$ cat config.mk
export PLATFORM = sky130hd
export DESIGN_NAME = ex_issue_ctrl_flat
export DESIGN_NICKNAME = d
export VERILOG_FILES = /design/src/rtl/ex_issue_ctrl_if.sv /design/src/rtl/ex_issue_ctrl.sv /design/src/flat_wrapper.sv
export SDC_FILE = /design/constraint.sdc
export NUM_CORES = 1
export LEC_CHECK = 0
export ABC_AREA = 1
export BUFFER_PORTS_ARGS = -buffer_cell sky130_fd_sc_hd__buf_2
export CORE_MARGIN = 2
export CORE_UTILIZATION = 57
export DETAILED_ROUTE_END_ITERATION = 12
export PLACE_DENSITY = 0.83
export SYNTH_ARGS = -nofsm -noshare
export SYNTH_HDL_FRONTEND = slang
export SYNTH_SLANG_ARGS = --single-unit
$ cat constraint.sdc
create_clock -name clk -period 3.6 [get_ports clk]
set_input_delay 0.18 -clock clk [delete_from_list [all_inputs] [get_ports clk]]
set_output_delay 0.18 -clock clk [all_outputs]
set_load 0.05 [all_outputs]
$ cat src/rtl/ex_issue_ctrl_if.sv
// Bundle of ID, EX and WB signals around the issue controller.
// Handshake: ID offers v_i and holds every ID input while stall_o=1; an
// instruction transfers when v_i & ~stall_o. EX takes v_o when ~stall_i,
// and all EX outputs hold stable while v_o & stall_i.
interface ex_issue_ctrl_if #(
   parameter int W_RD  = 5,
   parameter int W_PAY = 48
);
   logic             v_i;
   logic             stall_o;
   logic             rs_use_i;
   logic             rt_use_i;
   logic [W_RD-1:0]  rs_num_i;
   logic [W_RD-1:0]  rt_num_i;
   logic             wb_i;
   logic [W_RD-1:0]  rd_num_i;
   logic [W_PAY-1:0] pay_i;
   logic             stall_i;
   logic             v_o;
   logic             wb_o;
   logic [W_RD-1:0]  rd_num_o;
   logic [W_PAY-1:0] pay_o;
   logic             ret_i;
   logic [W_RD-1:0]  ret_num_i;
   logic             hazard_o;
   logic [1:0]       infl_o;

   modport master (
      output v_i, rs_use_i, rt_use_i, rs_num_i, rt_num_i, wb_i, rd_num_i, pay_i,
      output stall_i, ret_i, ret_num_i,
      input  stall_o, v_o, wb_o, rd_num_o, pay_o, hazard_o, infl_o
   );

   modport slave (
      input  v_i, rs_use_i, rt_use_i, rs_num_i, rt_num_i, wb_i, rd_num_i, pay_i,
      input  stall_i, ret_i, ret_num_i,
      output stall_o, v_o, wb_o, rd_num_o, pay_o, hazard_o, infl_o
   );
endinterface

$ cat src/rtl/ex_issue_ctrl.sv
// One-entry issue register between ID and EX with a per-register writeback
// scoreboard that stalls ID on RAW/WAW hazards or when the in-flight limit is hit.
module ex_issue_ctrl #(
   parameter int W_RD     = 5,
   parameter int W_PAY    = 48,
   parameter int MAX_INFL = 3,
   parameter int R0_ZERO  = 1
) (
   input logic            clk,
   input logic            rst,
   ex_issue_ctrl_if.slave bus
);
   localparam int         NREG  = 1 << W_RD;
   localparam logic [1:0] MAX_C = 2'(MAX_INFL);

   logic [1:0]       cnt [NREG];
   logic [1:0]       infl;
   logic             v_q;
   logic             wb_q;
   logic [W_RD-1:0]  rd_q;
   logic [W_PAY-1:0] pay_q;

   logic rs_busy, rt_busy, rd_full, infl_full;
   logic hazard, stall, issue, en, inc, dec;

   // Hazards look at the counters as they stand; a same-cycle retire never bypasses.
   always_comb begin
      rs_busy   = (cnt[bus.rs_num_i] != 2'd0) &&
                  !((R0_ZERO != 0) && (bus.rs_num_i == '0));
      rt_busy   = (cnt[bus.rt_num_i] != 2'd0) &&
                  !((R0_ZERO != 0) && (bus.rt_num_i == '0));
      rd_full   = (cnt[bus.rd_num_i] == MAX_C);
      infl_full = (infl == MAX_C);
      hazard    = bus.v_i & ((bus.rs_use_i & rs_busy) | (bus.rt_use_i & rt_busy) |
                             (bus.wb_i & rd_full) | (bus.wb_i & infl_full));
      stall     = hazard | (v_q & bus.stall_i);
      issue     = bus.v_i & ~stall;
      en        = ~v_q | ~bus.stall_i;
      inc       = issue & bus.wb_i & ~((R0_ZERO != 0) && (bus.rd_num_i == '0));
      dec       = bus.ret_i & (cnt[bus.ret_num_i] != 2'd0);
   end

   always_ff @(posedge clk or negedge rst) begin
      if (!rst) begin
         v_q   <= 1'b0;
         wb_q  <= 1'b0;
         rd_q  <= '0;
         pay_q <= '0;
      end else if (en) begin
         v_q <= issue;
         if (issue) begin
            wb_q  <= bus.wb_i;
            rd_q  <= bus.rd_num_i;
            pay_q <= bus.pay_i;
         end
      end
   end

   // An increment and a decrement landing on the same register cancel out.
   always_ff @(posedge clk or negedge rst) begin
      if (!rst) begin
         for (int r = 0; r < NREG; r++) cnt[r] <= 2'd0;
         infl <= 2'd0;
      end else begin
         for (int r = 0; r < NREG; r++) begin
            case ({inc && (bus.rd_num_i == W_RD'(r)), dec && (bus.ret_num_i == W_RD'(r))})
               2'b10:   cnt[r] <= cnt[r] + 2'd1;
               2'b01:   cnt[r] <= cnt[r] - 2'd1;
               default: cnt[r] <= cnt[r];
            endcase
         end
         case ({inc, dec})
            2'b10:   infl <= infl + 2'd1;
            2'b01:   infl <= infl - 2'd1;
            default: infl <= infl;
         endcase
      end
   end

   assign bus.v_o      = v_q;
   assign bus.wb_o     = wb_q;
   assign bus.rd_num_o = rd_q;
   assign bus.pay_o    = pay_q;
   assign bus.stall_o  = stall;
   assign bus.hazard_o = hazard;
   assign bus.infl_o   = infl;
endmodule

$ cat src/flat_wrapper.sv
// flat-port wrapper written by rule: the top's interface ports become plain ports
module ex_issue_ctrl_flat 
#(
   parameter int W_RD     = 5,
   parameter int W_PAY    = 48,
   parameter int MAX_INFL = 3,
   parameter int R0_ZERO  = 1
)
  (clk, rst, bus_v_i, bus_rs_use_i, bus_rt_use_i, bus_rs_num_i, bus_rt_num_i, bus_wb_i, bus_rd_num_i, bus_pay_i, bus_stall_i, bus_ret_i, bus_ret_num_i, bus_stall_o, bus_v_o, bus_wb_o, bus_rd_num_o, bus_pay_o, bus_hazard_o, bus_infl_o);
  ex_issue_ctrl_if #(.W_RD(W_RD), .W_PAY(W_PAY)) bus_i ();
  input logic clk;
  input logic rst;
  input wire logic [$bits(bus_i.v_i)-1:0] bus_v_i;
  input wire logic [$bits(bus_i.rs_use_i)-1:0] bus_rs_use_i;
  input wire logic [$bits(bus_i.rt_use_i)-1:0] bus_rt_use_i;
  input wire logic [$bits(bus_i.rs_num_i)-1:0] bus_rs_num_i;
  input wire logic [$bits(bus_i.rt_num_i)-1:0] bus_rt_num_i;
  input wire logic [$bits(bus_i.wb_i)-1:0] bus_wb_i;
  input wire logic [$bits(bus_i.rd_num_i)-1:0] bus_rd_num_i;
  input wire logic [$bits(bus_i.pay_i)-1:0] bus_pay_i;
  input wire logic [$bits(bus_i.stall_i)-1:0] bus_stall_i;
  input wire logic [$bits(bus_i.ret_i)-1:0] bus_ret_i;
  input wire logic [$bits(bus_i.ret_num_i)-1:0] bus_ret_num_i;
  output wire logic [$bits(bus_i.stall_o)-1:0] bus_stall_o;
  output wire logic [$bits(bus_i.v_o)-1:0] bus_v_o;
  output wire logic [$bits(bus_i.wb_o)-1:0] bus_wb_o;
  output wire logic [$bits(bus_i.rd_num_o)-1:0] bus_rd_num_o;
  output wire logic [$bits(bus_i.pay_o)-1:0] bus_pay_o;
  output wire logic [$bits(bus_i.hazard_o)-1:0] bus_hazard_o;
  output wire logic [$bits(bus_i.infl_o)-1:0] bus_infl_o;
  assign bus_i.v_i = bus_v_i;
  assign bus_i.rs_use_i = bus_rs_use_i;
  assign bus_i.rt_use_i = bus_rt_use_i;
  assign bus_i.rs_num_i = bus_rs_num_i;
  assign bus_i.rt_num_i = bus_rt_num_i;
  assign bus_i.wb_i = bus_wb_i;
  assign bus_i.rd_num_i = bus_rd_num_i;
  assign bus_i.pay_i = bus_pay_i;
  assign bus_i.stall_i = bus_stall_i;
  assign bus_i.ret_i = bus_ret_i;
  assign bus_i.ret_num_i = bus_ret_num_i;
  assign bus_stall_o = bus_i.stall_o;
  assign bus_v_o = bus_i.v_o;
  assign bus_wb_o = bus_i.wb_o;
  assign bus_rd_num_o = bus_i.rd_num_o;
  assign bus_pay_o = bus_i.pay_o;
  assign bus_hazard_o = bus_i.hazard_o;
  assign bus_infl_o = bus_i.infl_o;
  ex_issue_ctrl #(.W_RD(W_RD), .W_PAY(W_PAY), .MAX_INFL(MAX_INFL), .R0_ZERO(R0_ZERO)) u_core (.clk(clk), .rst(rst), .bus(bus_i));
endmodule
* Yosys cells after proc, flatten, opt, wreduce, memory -nomap -nowiden
Index checks and enable logic that the tools add are counted.
Operators by class: $lt $le $gt $ge 4, div/mod/pow operators 0, bitwise operators 23, shifts and indexed selects 0, muxes and demuxes 45, equal/unequal tests 130, $add $sub $neg 66, reduce and logical (&&, ||, !) cells 109, multipliers 0
Operator list (count):
- 5-bit == test, second input constant | 32
- 2-bit case mux with 2 select lines | 33
- 5-bit by 4-bit == test with 1-bit output, second input constant | 16
- 2-bit nonzero test | 36
- 2-bit == test, second input constant | 35
- 2-bit by 1-bit adder with 2-bit output, second input constant | 33
- 2-bit by 1-bit == test with 1-bit output, second input constant | 33
- 1-bit logical AND | 66
- 2-bit by 1-bit subtractor with 2-bit output, second input constant | 33
- 2-bit binary-select mux with 5-bit select | 4
- 5-bit by 3-bit == test with 1-bit output, second input constant | 8
- 6-bit greater-or-equal comparator, second input constant | 4
- 5-bit NOT with 6-bit output | 4
- 5-bit by 2-bit == test with 1-bit output, second input constant | 4
- 5-bit logical NOT | 4
- 2-bit two-way mux | 8
- 1-bit AND | 10
- 5-bit by 1-bit == test with 1-bit output, second input constant | 2
- 1-bit OR | 5
- 1-bit NOT | 4
- 1-bit logical NOT | 2
- 2-bit AND reduction | 1
Word-level totals: bits in latches 0, output and inout port bits 59, bits in writable memories 0, bits in read-only memories 0, bits in registers 121, logic and storage cells 414, memories 0

* Logic depth before layout (Yosys ltp)
depth in word-level cells 19, mapped depth 22

* Worst setup path before layout
No wires, ideal clock.
path type reg2reg, start register u_core.cnt[50] in the netlist's numbering, end register u_core.cnt[43] in the netlist's numbering, path slack 1.064 ns, stages on the path, launching flop included 18, period minus slack after synthesis 2.536 ns, arrival time 2.405 ns, path through dfrtp_1 -> or2_2 -> a21oi_1 -> nand3_1 -> nand2_1 -> nand3_1 -> nand3_1 -> nand2_1 -> inv_1 -> nand4_2 -> buf_6 -> nor2_4 -> buf_4 -> nand3_1 -> ha_1 -> a21oi_1 -> o21ai_0 -> xor2_1
On the way: longest elaborated chain between the ends 18, elaborated cells on any way between the ends 37
RTL lines:
- start, declared | line ex_issue_ctrl.sv:16 | logic [1:0] cnt [NREG];
- start signal, assigned by index | line ex_issue_ctrl.sv:67 | 2'b10: cnt[r] <= cnt[r] + 2'd1;
- start signal, assigned by index | line ex_issue_ctrl.sv:68 | 2'b01: cnt[r] <= cnt[r] - 2'd1;
- start signal, assigned by index | line ex_issue_ctrl.sv:69 | default: cnt[r] <= cnt[r];
- 2-bit binary-select mux with 5-bit select, on equally long branches | line ex_issue_ctrl.sv:28, ex_issue_ctrl.sv:30
- 2-bit two-way mux, on equally long branches (2 in series) | line ex_issue_ctrl.sv:28, ex_issue_ctrl.sv:30
- 2-bit nonzero test, on equally long branches | line ex_issue_ctrl.sv:28, ex_issue_ctrl.sv:30
- 1-bit logical AND, on equally long branches | line ex_issue_ctrl.sv:28, ex_issue_ctrl.sv:30
- 1-bit AND | line ex_issue_ctrl.sv:34 | hazard = bus.v_i & ((bus.rs_use_i & rs_busy) | (bus.rt_use_i & rt_busy) |
- 1-bit OR (2 in series) | line ex_issue_ctrl.sv:34
- 1-bit OR | line ex_issue_ctrl.sv:35 | (bus.wb_i & rd_full) | (bus.wb_i & infl_full));
- 1-bit AND | line ex_issue_ctrl.sv:34
- 1-bit OR | line ex_issue_ctrl.sv:36 | stall = hazard | (v_q & bus.stall_i);
- 1-bit NOT | line ex_issue_ctrl.sv:37 | issue = bus.v_i & ~stall;
- 1-bit AND | line ex_issue_ctrl.sv:37
- 1-bit AND (2 in series) | line ex_issue_ctrl.sv:39 | inc = issue & bus.wb_i & ~((R0_ZERO != 0) && (bus.rd_num_i == '0));
- 1-bit logical AND | line ex_issue_ctrl.sv:66 | case ({inc && (bus.rd_num_i == W_RD'(r)), dec && (bus.ret_num_i == W_RD'(r))})
- 2-bit by 1-bit == test with 1-bit output or 2-bit == test (tied branches) | line ex_issue_ctrl.sv:66
- 2-bit case mux with 2 select lines or 2-bit nonzero test (tied branches)
Parallel ways exist; a longest one is shown, timed or not. The select of a mux whose other input is x is not followed. A chain may end at the register's enable or synchronous reset.

* Worst setup path in the final report
start register u_core.cnt[57] in the netlist's numbering, end register u_core.cnt[35] in the netlist's numbering
The elaborated chain is that of the path after synthesis.

==> results.yml <==
clock_network:
  cts_root_buf: "clkbuf_16"
  cts_tree: "yes"
  cts_buffers: 17
  clockBufferDepth: 2
  clk_pin_slew_ns: 0.06
  cts_setup_buffers: 0
  clk_latency_ns: 0.42
  clock_sinks: 121
  ctsResizeCount: 0
  cts_max_level: 4
timing:
  tightest_slew_ns: 0.986
  finalHoldViolations: 0
  tns_ns: 0
  rsz0062_at_grt: "no"
  min_period_ns: 3.24
  fin_crit_sh_pct: 90.0
  max_slew_margin_pct: 34.3
  clock_skew_ns: 0.00788
  setup_viol: 0
  layout_setup_ws_ns: 0.362
  fmax_mhz: 309
  drv_slew: 0
layout:
  final_cells: 1370
  fin_nets: 1291
  drive_gt1_share_pct: 17.3
  antenna_cells: 0
  area_delta_synth_final_pct: 20.4
setup_path:
  worstPathCellList: "nor2_1 -> o21ai_0 -> nor2_1 -> nor2_1 -> nand2_1 -> nand3_1 -> nand3_1 -> nand2_1 -> inv_1 -> nand4_4 -> nor2_4 -> buf_12 -> nand3_1 -> ha_1 -> a21oi_1 -> o21ai_0 -> xor2_1"
  crit_buf_inv: 2
  cp_slowest_cell: "dfrtp_1"
  cp_slowest_stage_delay_ns: 0.40
  worst-setup-path-type: "flip-flop to flip-flop"
  worst_setup_path_start_kind: "flip-flop"
  critical_path_required_ns: 3.89
  path_max_fanout: 23
  reg2reg_slack_ns: 0.36
  cp_top_family: "simple AND/OR/NAND/NOR gates"
  worst_setup_path_end_kind: "flip-flop"
  crit_arrival_ns: 3.53
route:
  drtIter0Drc: 885
  drtAntennaViolNets: 0
  wl_mm: 22.2
  drc: 0
  vias: 7593
  wire_per_inst_um: 16.2
  drtPass1Iterations: 7
  via_per_inst: 5.54
global_route:
  grt_use_total_pct: 31.7
  grt_max_degree: 110
  overflow: 0
  met1_usage_pct: 40.7
  grt_use_met2_pct: 51.0
  busiest_layer: "met2"
  grt_pass1_wl_mm: 35.3
  grt_use_met3_pct: 6.56
  first_global_vias: 7114
  antenna_found_initial: 0
synthesis:
  yosysSeqAreaShare_pct: 39.8
  yosysWarnings: 0
  ys_types: 35
  synth_top_area_cell: "dfrtp_1"
  syn-cell-area_mm2: 0.00761
  yosysMostFrequentCell: "nand2_1"
  synthMuxAreaShare_pct: 0
  syn-num-nets: 1146
  synth_seq_cells: 121
  synth_top_family_by_area: "simple AND/OR/NAND/NOR gates"
  synthSimpleGateAreaFrac_pct: 25.6
  synth_top_area_share_pct: 39.8
  async_flop_share_pct: 100
  synth_edf_count: 0
  synth_adder_area_share_pct: 5.43
  synth-xor-area-share_pct: 7.60
  synth_compound_area_share_pct: 12.8
  synth_area_per_cell_um2: 7.34
  synth_cells: 1037
  synthTopCellsByArea: "dfrtp_1, nand2_1, o21ai_0, inv_1, xnor2_1"
  synthFlopType: "dfrtp_1"
  yosys-top-cells-count: "nand2_1, dfrtp_1, inv_1"
power:
  p_leak_nw: 4.73
  irDropWorstVdd_uv: 615
  p_seq_share_pct: 34.5
  intPower_mw: 3.89
  switching_power_mw: 3.20
  power_frac_clock_pct: 25.4
  power.density_mw_per_mm2: 774
  combPwrFrac_pct: 40.1
  p_sw_share_pct: 45.2
  total_power_mw: 7.09
min_path:
  hp-class: "input port to flip-flop"
placed_design:
  dpl_worst_slack_ns: 0.374
  placedCellCount: 1327
  io_buffers: 134
  gp_congestion: 0.974
  dpl.hpwl_mm: 15.7
floorplan:
  die_x_um: 120
  rows: 42
  io-pin-count: 135
  core_area_mm2: 0.0131
  dieArea_mm2: 0.0143
  initial_core_util_pct: 57.9
  die_y_um: 120
flow_run:
  maxCapViolations: 0
status:
  outcome: "completed"
## cell type report
cell class	instances	area (µm²)
Inverter	122	458
Multi-Input combinational cell	762	3930
Fill cell	1071	3980
Sequential cell	121	3030
Timing Repair Buffer	158	908
Tap cell	176	220
Clock inverter	11	173
Clock buffer	20	447
## state kept, by name (all words and copies together) (netlist names)
| register | flops |
|---|---|
| u_core.bus.infl_o | 2 |
| u_core.bus.pay_o | 48 |
| u_core.bus.rd_num_o | 5 |
| u_core.bus.v_o | 1 |
| u_core.bus.wb_o | 1 |
| u_core.cnt | 64 |
## placed cells by master (no fill, tap or decap), types with 2 or more instances in the layout
| cell | count |
|---|---|
| nand2_2 | 5 |
| o21ai_1 | 11 |
| nand2_1 | 290 |
| bufinv_16 | 4 |
| a22oi_1 | 3 |
| o21ai_0 | 96 |
| clkbuf_1 | 2 |
| nor2_1 | 103 |
| dlygate4sd3_1 | 12 |
| nand3b_1 | 2 |
| dfrtp_1 | 121 |
| inv_2 | 6 |
| or2_2 | 4 |
| buf_4 | 11 |
| o21ai_2 | 10 |
| ha_1 | 33 |
| nand3_1 | 47 |
| xnor2_1 | 48 |
| inv_1 | 115 |
| a21oi_1 | 55 |
| clkinvlp_4 | 4 |
| nor3_1 | 15 |
| clkbuf_16 | 17 |
| buf_2 | 133 |
| nand4_1 | 4 |
| xor2_1 | 18 |
| clkinv_4 | 2 |
| nor2_2 | 5 |
| o22ai_1 | 6 |
| buf_12 | 2 |
## final timing paths
check / start / endpoint / cells after the start
setup / recovery: u_core.cnt[57] / u_core.cnt[35] / 17
hold / removal: bus_pay_i[2] / u_core.bus.pay_o[2] / 3
setup reg to reg: u_core.cnt[57] / u_core.cnt[35] / 17
hold reg to reg: u_core.bus.pay_o[47] / u_core.bus.pay_o[47] / 2
max in group asynchronous: rst / u_core.cnt[7] / 3
min in group asynchronous: rst / u_core.cnt[28] / 2
## routing by layer
layer | vias up | part of all wire (%) | wire, µm
li1 | 3588 | - | -
met1 | 3537 | 39 | 8660
met2 | 396 | 48 | 10600
met3 | 72 | 9.2 | 2040
met4 | 0 | 4.2 | 943
met5 | - | 0 | 0
## power groups by stage
stage,sequential [mW],clock (mW),combinational [mW]
floorplan,3.30,0,1.13
global placement,2.41,0,2.75
detailed placement,2.44,0,2.79
CTS,2.43,1.81,2.82
global route,2.52,1.87,3.04
finish,2.45,1.80,2.84
## per-stage QoR
stage | instance area (µm²) | utilization, % | hold slack [ns]
global placement | 8420 | 64.1 | 0.279
CTS | 9160 | 69.7 | 0.000122
finish | 9160 | 69.7 | 0.00231
detailed placement | 8420 | 64.1 | 0.278
floorplan | 7610 | - | -0.116
global route | 9160 | 69.7 | 0.00430
## worst register-to-register path, delay by kind of cell, from the launching register on
kind / cells / cell delay [ns]
adder cells (fa/ha/maj): 1 / 0.35
AO/OA/AOI/OAI: 3 / 0.41
flip-flops: 1 / 0.40
XOR/XNOR: 1 / 0.18
AND/OR/NAND/NOR: 10 / 1.42
buffers and inverters: 2 / 0.35
## cells by family after synthesis
family | Yosys count
other cells | 1
buf+inv | 154
compound gates | 183
fa+ha+maj | 33
flops | 121
simple gates | 479
xor+xnor | 66
## what timing repair did
action | CTS | global route
hold endpoints to repair | 64 | 0
hold buffers | 12 | 0
setup endpoints to repair | 0 | 0
Note: power is estimated with default switching activity, not from simulation.
